[src/rtl/gf2_matvec_seq_pkg.sv]
// rtl/gf2_matvec_seq_pkg.sv - shared state encoding and width helper for the GF(2) mat-vec sequencer
//
// Purpose : FSM state type (IDLE=0, COMPUTE=1, DONE=2) and a clog2 helper
//           used to size the row counter.
// Ports   : none (package).

package gf2_matvec_seq_pkg;

   typedef enum logic [1:0] {
      ST_IDLE    = 2'd0,
      ST_COMPUTE = 2'd1,
      ST_DONE    = 2'd2
   } state_t;

   // Smallest r with 2**r >= value; used only in constant context.
   function automatic int clog2(input int value);
      int r;
      r = 0;
      for (int i = 0; i < 31; i++) begin
         if ((1 << i) < value) r = i + 1;
      end
      return r;
   endfunction

endpackage

[src/rtl/gf2_dot_row.sv]
// rtl/gf2_dot_row.sv - combinational GF(2) dot product of one matrix row with a vector
//
// Purpose : o_dot = XOR over c of (i_row[c] & i_vec[c]).
// Ports   : i_row [N-1:0]  selected matrix row
//           i_vec [N-1:0]  current vector
//           o_dot          resulting bit

module gf2_dot_row #(
   parameter int N = 4
) (
   input  logic [N-1:0] i_row,
   input  logic [N-1:0] i_vec,
   output logic         o_dot
);

   assign o_dot = ^(i_row & i_vec);

endmodule

[src/rtl/gf2_matvec_seq.sv]
// rtl/gf2_matvec_seq.sv - sequencer computing u = A^k v over GF(2), one output row per cycle
//
// Purpose : accepts a matrix/vector/iteration-count job, reuses one row dot
//           product unit to compute A^k v, and presents the result with a
//           valid/ready handshake.
// Ports   : clk        clock, rising edge
//           rst_n      synchronous active-low reset
//           in_valid   job inputs valid          in_ready  accepting (IDLE only)
//           in_mat     N*N matrix, [r*N+c]=A(r,c) in_vec    input vector
//           in_k       number of multiplications
//           out_valid  result valid (DONE only)  out_ready consumer accepts
//           out_vec    registered result         busy      high in COMPUTE

module gf2_matvec_seq
   import gf2_matvec_seq_pkg::*;
#(
   parameter int N  = 4,
   parameter int KW = 4
) (
   input  logic           clk,
   input  logic           rst_n,
   input  logic           in_valid,
   output logic           in_ready,
   input  logic [N*N-1:0] in_mat,
   input  logic [N-1:0]   in_vec,
   input  logic [KW-1:0]  in_k,
   output logic           out_valid,
   input  logic           out_ready,
   output logic [N-1:0]   out_vec,
   output logic           busy
);

   localparam int RW = clog2(N);

   state_t         r_state;
   state_t         w_state_nxt;
   logic [N*N-1:0] r_mat;
   logic [N-1:0]   r_vec;
   logic [N-1:0]   r_out_vec;
   // Rows 0..N-2 are parked here; row N-1 goes straight into the new vector.
   logic [N-2:0]   r_acc;
   logic [RW-1:0]  r_row;
   logic [KW-1:0]  r_kcnt;

   logic           w_accept;
   logic           w_last_row;
   logic           w_dot;
   logic [N-1:0]   w_row_bits;

   assign w_accept   = in_valid && (r_state == ST_IDLE);
   assign w_last_row = (r_row == RW'(N - 1));
   assign w_row_bits = r_mat[int'(r_row) * N +: N];

   gf2_dot_row #(.N(N)) u_dot (
      .i_row (w_row_bits),
      .i_vec (r_vec),
      .o_dot (w_dot)
   );

   always_ff @(posedge clk) begin
      if (!rst_n) r_state <= ST_IDLE;
      else        r_state <= w_state_nxt;
   end

   always_comb begin
      w_state_nxt = r_state;
      in_ready    = 1'b0;
      out_valid   = 1'b0;
      busy        = 1'b0;
      case (r_state)
         ST_IDLE: begin
            in_ready = 1'b1;
            if (in_valid) w_state_nxt = (in_k == '0) ? ST_DONE : ST_COMPUTE;
         end
         ST_COMPUTE: begin
            busy = 1'b1;
            if (w_last_row && (r_kcnt == KW'(1))) w_state_nxt = ST_DONE;
         end
         ST_DONE: begin
            out_valid = 1'b1;
            if (out_ready) w_state_nxt = ST_IDLE;
         end
         default: w_state_nxt = ST_IDLE;
      endcase
   end

   always_ff @(posedge clk) begin
      if (!rst_n) begin
         r_mat     <= '0;
         r_vec     <= '0;
         r_out_vec <= '0;
         r_acc     <= '0;
         r_row     <= '0;
         r_kcnt    <= '0;
      end else if (w_accept) begin
         r_mat  <= in_mat;
         r_vec  <= in_vec;
         r_kcnt <= in_k;
         r_row  <= '0;
         // k=0 is a pass-through: the result is the input vector itself.
         if (in_k == '0) r_out_vec <= in_vec;
      end else if (r_state == ST_COMPUTE) begin
         if (!w_last_row) begin
            for (int i = 0; i < N - 1; i++) begin
               if (r_row == RW'(i)) r_acc[i] <= w_dot;
            end
            r_row <= r_row + RW'(1);
         end else begin
            // All rows read the old r_vec; swap in the new vector only now.
            r_vec     <= {w_dot, r_acc};
            r_out_vec <= {w_dot, r_acc};
            r_row     <= '0;
            r_kcnt    <= r_kcnt - KW'(1);
         end
      end
   end

   assign out_vec = r_out_vec;

endmodule

[config.mk]
export PLATFORM = sky130hd
export DESIGN_NAME = gf2_matvec_seq
export DESIGN_NICKNAME = d
export VERILOG_FILES = /design/src/rtl/gf2_matvec_seq_pkg.sv /design/src/rtl/gf2_dot_row.sv /design/src/rtl/gf2_matvec_seq.sv
export SDC_FILE = /design/constraint.sdc
export NUM_CORES = 1
export LEC_CHECK = 0
export ABC_CLOCK_PERIOD_IN_PS = 1950
export CAP_MARGIN = 40
export CORE_AREA = 2 2 61 63
export CTS_CLUSTER_SIZE = 25
export DETAILED_ROUTE_END_ITERATION = 12
export DIE_AREA = 0 0 63 65
export PLACE_DENSITY_LB_ADDON = 0.08
export SLEW_MARGIN = 5
export SYNTH_ARGS = -nofsm -noshare
export SYNTH_HDL_FRONTEND = slang
export SYNTH_SLANG_ARGS = --single-unit
[constraint.sdc]
create_clock -name clk -period 1.95 [get_ports clk]
set_input_delay 0.39 -clock clk [delete_from_list [all_inputs] [get_ports clk]]
set_output_delay 0.39 -clock clk [all_outputs]
set_load 0.02 [all_outputs]
# Word-level counts from Yosys, hierarchy flattened
# Index checks and enable logic that the tools add are counted.
word_totals:
  register_bits: 35
  inputBits: 28
  output_inout_bits: 7
  wordCells: 58
classes:
  add_sub_neg: 2
  n_eq_ne: 10
  n_shift: 1
  mux: 17
  bitwise_logic: 4
  reduce_logical: 15
op_table:
  columns: ["cell", "n"]
  rows:
  - ["$mux 4", 8]
  - ["$shiftx 16x5->4", 1]
  - ["$reduce_and 4->1", 3]
  - ["$mux 2", 5]
  - ["$eq 2x2->1 const B", 3]
  - ["$ne 2x2->1 const B", 3]
  - ["$pmux 2 s3", 1]
  - ["$reduce_and 3->1", 2]
  - ["$and 4x4->4", 1]
  - ["$eq 2x1->1 const B", 2]
  - ["$eq 4x1->1 const B", 1]
  - ["$logic_not 2->1", 2]
  - ["$logic_not 4->1", 1]
  - ["$reduce_bool 2->1", 2]
  - ["$reduce_xor 4->1", 1]
  - ["$sub 4x1->4 const B", 1]
  - ["$mux 1", 3]
  - ["$not 1->1", 3]
  - ["$add 2x1->2 const B", 1]
  - ["$logic_and 1x1->1", 2]
  - ["$ne 2x1->1 const B", 1]
  - ["$reduce_and 2->1", 1]
  - ["$reduce_or 2->1", 1]

# Longest topological paths before layout
# Gate-level depths: netlist of the first run.
depth:
  ltp_word: 6
  mapped_depth: 7

# Modules after synthesis
# Synthesis of the first run repeated with hierarchy kept, for this count alone.
hier_totals:
  hier_cells: 199
  hier_area_um2: 1746.7
modules_own_cells:
  columns: ["module", "instances", "cells_each", "area_per_inst_um2", "seq_area_each_um2"]
  rows:
  - ["gf2_matvec_seq", 1, 192, 1705.4, 700.7]
  - ["gf2_dot_row", 1, 7, 41.3, 0.0]

# Least setup slack after synthesis of the first run
# Ideal clock, no wire load.
synth_path:
  kind: "register to register"
  from: "register r_state[0]"
  to: "register r_kcnt[3]"
  arrival_time_ns: 1.657
  required_ns: 1.874
  slack_ns: 0.218
  path_stages_with_launch: 8
  n_path_buf: 2
  path_cell_list: "dfxtp_1 > buf_2 > nor2b_1 > and2_1 > clkbuf_1 > and2_1 > o21ai_0 > a21boi_0"
synth_via:
  elab_chain_cells: 4
  word_cells_on_any_way: 7
  cone_classes: "eq/ne: 1; mux: 1; reduce/logical: 5"
synth_lines:
  columns: ["item", "line", "source"]
  rows:
  - ["from (decl)", "gf2_matvec_seq.sv:35", "state_t r_state;"]
  - ["from (signal assigned)", "gf2_matvec_seq.sv:62", "else r_state <= w_state_nxt;"]
  - ["$logic_not 2->1", "gf2_matvec_seq.sv:50", "assign w_accept = in_valid && (r_state == ST_IDLE);"]
  - ["$logic_and 1x1->1", "gf2_matvec_seq.sv:50", null]
  - ["$reduce_bool 2->1 (no line)", null, null]
  - ["$reduce_and 2->1 (no line)", null, null]
  - ["to (signal assigned)", "gf2_matvec_seq.sv:98", "r_kcnt <= in_k;"]
  - ["to (signal assigned)", "gf2_matvec_seq.sv:113", "r_kcnt <= r_kcnt - KW'(1);"]
  - ["to (decl)", "gf2_matvec_seq.sv:43", "logic [KW-1:0] r_kcnt;"]
# Parallel ways exist; a longest one is shown, timed or not.
# A chain may end at the register's enable or synchronous reset.

# Final worst setup path of the first run
layout_path:
  from: "register r_row[0]"
  to: "register r_acc[2]"
layout_via:
  elab_chain_cells: 3
  word_cells_on_any_way: 7
  cone_classes: "eq/ne: 2; shift: 1; bitwise: 2; reduce/logical: 2"
layout_lines:
  columns: ["item", "line", "source"]
  rows:
  - ["from (decl)", "gf2_matvec_seq.sv:42", "logic [RW-1:0] r_row;"]
  - ["from (signal assigned)", "gf2_matvec_seq.sv:107", "r_row <= r_row + RW'(1);"]
  - ["$shiftx 16x5->4 or $eq 2x2->1 (tied branches)", "gf2_matvec_seq.sv:52, gf2_matvec_seq.sv:51", null]
  - ["$and 4x4->4 or $not 1->1 (tied branches)", null, null]
  - ["$reduce_xor 4->1 or $reduce_and 4->1 (tied branches)", null, null]
  - ["to (signal, indexed assignment)", "gf2_matvec_seq.sv:105", "if (r_row == RW'(i)) r_acc[i] <= w_dot;"]
  - ["to (decl)", "gf2_matvec_seq.sv:41", "logic [N-2:0] r_acc;"]
# Parallel ways exist; a longest one is shown, timed or not.

==> flow_metrics.env, run 1 <==
export IMPL_status="finished, final reports clean"
export IMPL_rows=22
export IMPL_globalRoute_busiestLayer="met2"
export IMPL_path_clk_slew_ns=0.10
export IMPL_reg2reg_depth=7
export IMPL_cp_data_required_time_ns=2.19
export IMPL_fin_ws_ns=0.114
export IMPL_drtAntennaViolNets=0
export IMPL_port_buffers=34
export IMPL_synth_cell_types=31
export IMPL_p_leak_uw=0.000821
export IMPL_total_power_uw=1500
export IMPL_clockBufferDepth=2
export IMPL_grt_util_met2=0.348
export IMPL_cap_viol_max_count=0
export IMPL_setup_violations=0
export IMPL_drt_initial_drc_count=88
export IMPL_area_growth_pct=32.2
export IMPL_tightest_slew_ns=0.463
export IMPL_cts_made_buffers=5
export IMPL_first_pass_iters=4
export IMPL_pre_cts_ws_ns=-0.00299
export IMPL_gr_total_overflow=0
export IMPL_gp_congestion=0.796
export IMPL_grt_first_pass_wirelength_um=6220
export IMPL_vias_per_cell=5.23
export IMPL_synthArstFlopShare=0
export IMPL_core_area_um2=3500
export IMPL_crit_path_end_kind="register"
export IMPL_met3_usage=0.0608
export IMPL_cts_root_buf="clkbuf_4"
export IMPL_cp_start_kind="register"
export IMPL_dp_cells=281
export IMPL_fin_util=0.617
export IMPL_die_area_um2=4100
export IMPL_hold_viol_final=0
export IMPL_grt_start_max_net_pins=29
export IMPL_timing_setup_tns_ns=0
export IMPL_ys_seq_elements=35
export IMPL_io_pins=35
export IMPL_synth_main_ff_cell="dfxtp_1"
export IMPL_relSlewSlack=0.691
export IMPL_synth_top_area_share=0.429
export IMPL_clock_latency_ns=0.33
export IMPL_grt_pass1_vias=1431
export IMPL_layoutNonFillerInstCount=289
export IMPL_ys_top_cells_by_area="dfxtp_1 (43%), nand2_1 (12%), a21oi_1 (8.3%)"
export IMPL_final_period_utilization=0.942
export IMPL_met1_usage=0.216
export IMPL_ir_worst_vdd_mv=0.300
export IMPL_die_y_um=65
export IMPL_die_w_um=63
export IMPL_yosysWarnings=0
export IMPL_start_util=0.467
export IMPL_post_route_min_period_ns=1.84
export IMPL_syn_nets=234
export IMPL_n_antenna_cell=0
export IMPL_cts_num_sinks=35
export IMPL_finalMaxSlewViolations=0
export IMPL_yosys_cell_count_top_type="nand2_1"
export IMPL_antenna_found_initial=0
export IMPL_routed_via_count=1512
export IMPL_yosysTopAreaCell="dfxtp_1"
export IMPL_wirelength_um=3590
export IMPL_ys_seq_area_frac=0.429
export IMPL_wl_per_cell_um=12.4
export IMPL_crit_arrival_ns=2.07
export IMPL_syn_avg_cell_area_um2=8.16
export IMPL_netlist_area_um2=1630
export IMPL_hold_class="reg2reg"
export IMPL_layout_nets=274
export IMPL_dp_hpwl_um=2670
export IMPL_finalClockSkew_ns=0.00805
export IMPL_worstSetupPathType="reg2reg"
export IMPL_cts_tree="yes"
export IMPL_synth_edff_count=0
export IMPL_cts_setup_buffers=0
export IMPL_drive_above_1_share=0.112
export IMPL_postSynthCellCount=200
export IMPL_rsz0062_at_grt="no"
export IMPL_grt_use_total=0.193
export IMPL_synth_common_cells="nand2_1 (54), dfxtp_1 (35), a21oi_1 (27), nor2_1 (15), clkbuf_1 (10)"
export IMPL_whs_path_depth=2
export IMPL_clock_fmax_mhz=545
export IMPL_htree_levels=2
export IMPL_cp_max_fo=7
export IMPL_drcViolationCount=0
export IMPL_p_per_area_nw_per_um2=697
==> cell usage in the layout (no fill, tap or decap), types with 2 or more instances in the layout <==
cell type,instances
mux4_2,4
nand2_1,54
nor2_1,15
o221ai_1,2
a21oi_1,27
nor3_1,4
dlymetal6s2s_1,2
clkbuf_4,5
a311oi_1,9
xor2_1,2
clkdlybuf4s50_1,31
nand3_1,3
buf_4,11
nand3b_1,2
nor2b_1,3
clkbuf_8,2
a21boi_0,3
and2_1,2
inv_1,5
dfxtp_1,33
dfxtp_2,2
ha_1,6
==> cells by family (layout without fill, tap and decap cells) <==
kind of cell / count (synthesis) / after routing / synth area share
simple gates: 87 / 87 / 0.226
compound gates: 45 / 45 / 0.172
flops: 35 / 35 / 0.429
buf+inv: 19 / 60 / 0.0490
fa+ha+maj: 6 / 6 / 0.0460
mux: 5 / 5 / 0.0613
xor+xnor: 3 / 3 / 0.0161
==> sequential cells by signal, summed over array words and instances (netlist names) <==
| signal | cells |
|---|---|
| r_acc | 3 |
| r_mat | 16 |
| r_state | 2 |
| r_vec | 4 |
| r_row | 2 |
| r_kcnt | 4 |
| out_vec | 4 |
==> final timing paths <==
check / start / endpoint / slack, ns
max: r_row[0] / r_acc[2] / 0.11
min: r_mat[11] / r_mat[11] / 0.46
max reg2reg: r_row[0] / r_acc[2] / 0.11
min reg2reg: r_mat[11] / r_mat[11] / 0.46
==> power breakdown <==
part | internal (uW) | total, uW | switching [uW]
Clock | 212 | 444 | 232
Combinational | 143 | 274 | 131
Sequential | 759 | 786 | 26.9
==> routing by layer <==
layer  wire (um)  up-vias
li1            -      769
met1        1630      704
met2        1760       35
met3         167        4
met4          29        0
met5           0        -
==> repair_timing <==
action,4_1_cts,5_1_grt
hold buffers,0,0
setup endpoints to repair,2,5
gates resized for setup,2,3
hold endpoints to repair,0,0
==> worst max-delay path, stage by stage (launching register included) <==
cell	delay, ns
dfxtp_2	0.35
buf_12	0.12
mux4_2	0.50
nand2_1	0.09
xor2_1	0.17
xnor2_1	0.12
buf_4	0.15
a311oi_1	0.25
==> stage by stage <==
step           area [um^2]  hold WS [ns]
6_report              2160         0.458
5_1_grt               2160         0.479
4_1_cts               2150         0.462
3_5_place_dp          2080         0.448
3_3_place_gp          2080         0.444
2_1_floorplan         1630         0.433
==> final cells by class <==
class                      count  area [um^2]
clock buffer                   8         68.8
fill                         325         1340
inverter                       6         22.5
multi-input combinational    146          857
sequential                    35          703
tap                           48         60.1
timing repair buffer          46          447
No activity file was read; power rests on OpenSTA's default activity.
==> run 2: changes to the inputs <==
--- a/config.mk
+++ b/config.mk
@@ -12,6 +12,7 @@
 export DETAILED_ROUTE_END_ITERATION = 12
 export DIE_AREA = 0 0 63 65
 export PLACE_DENSITY_LB_ADDON = 0.08
+export SKIP_LAST_GASP = 1
 export SLEW_MARGIN = 5
 export SYNTH_ARGS = -nofsm -noshare
 export SYNTH_HDL_FRONTEND = slang
==> results of run 2 <==
Same layout as run 1: the final DEF is identical, and so are final timing and power.
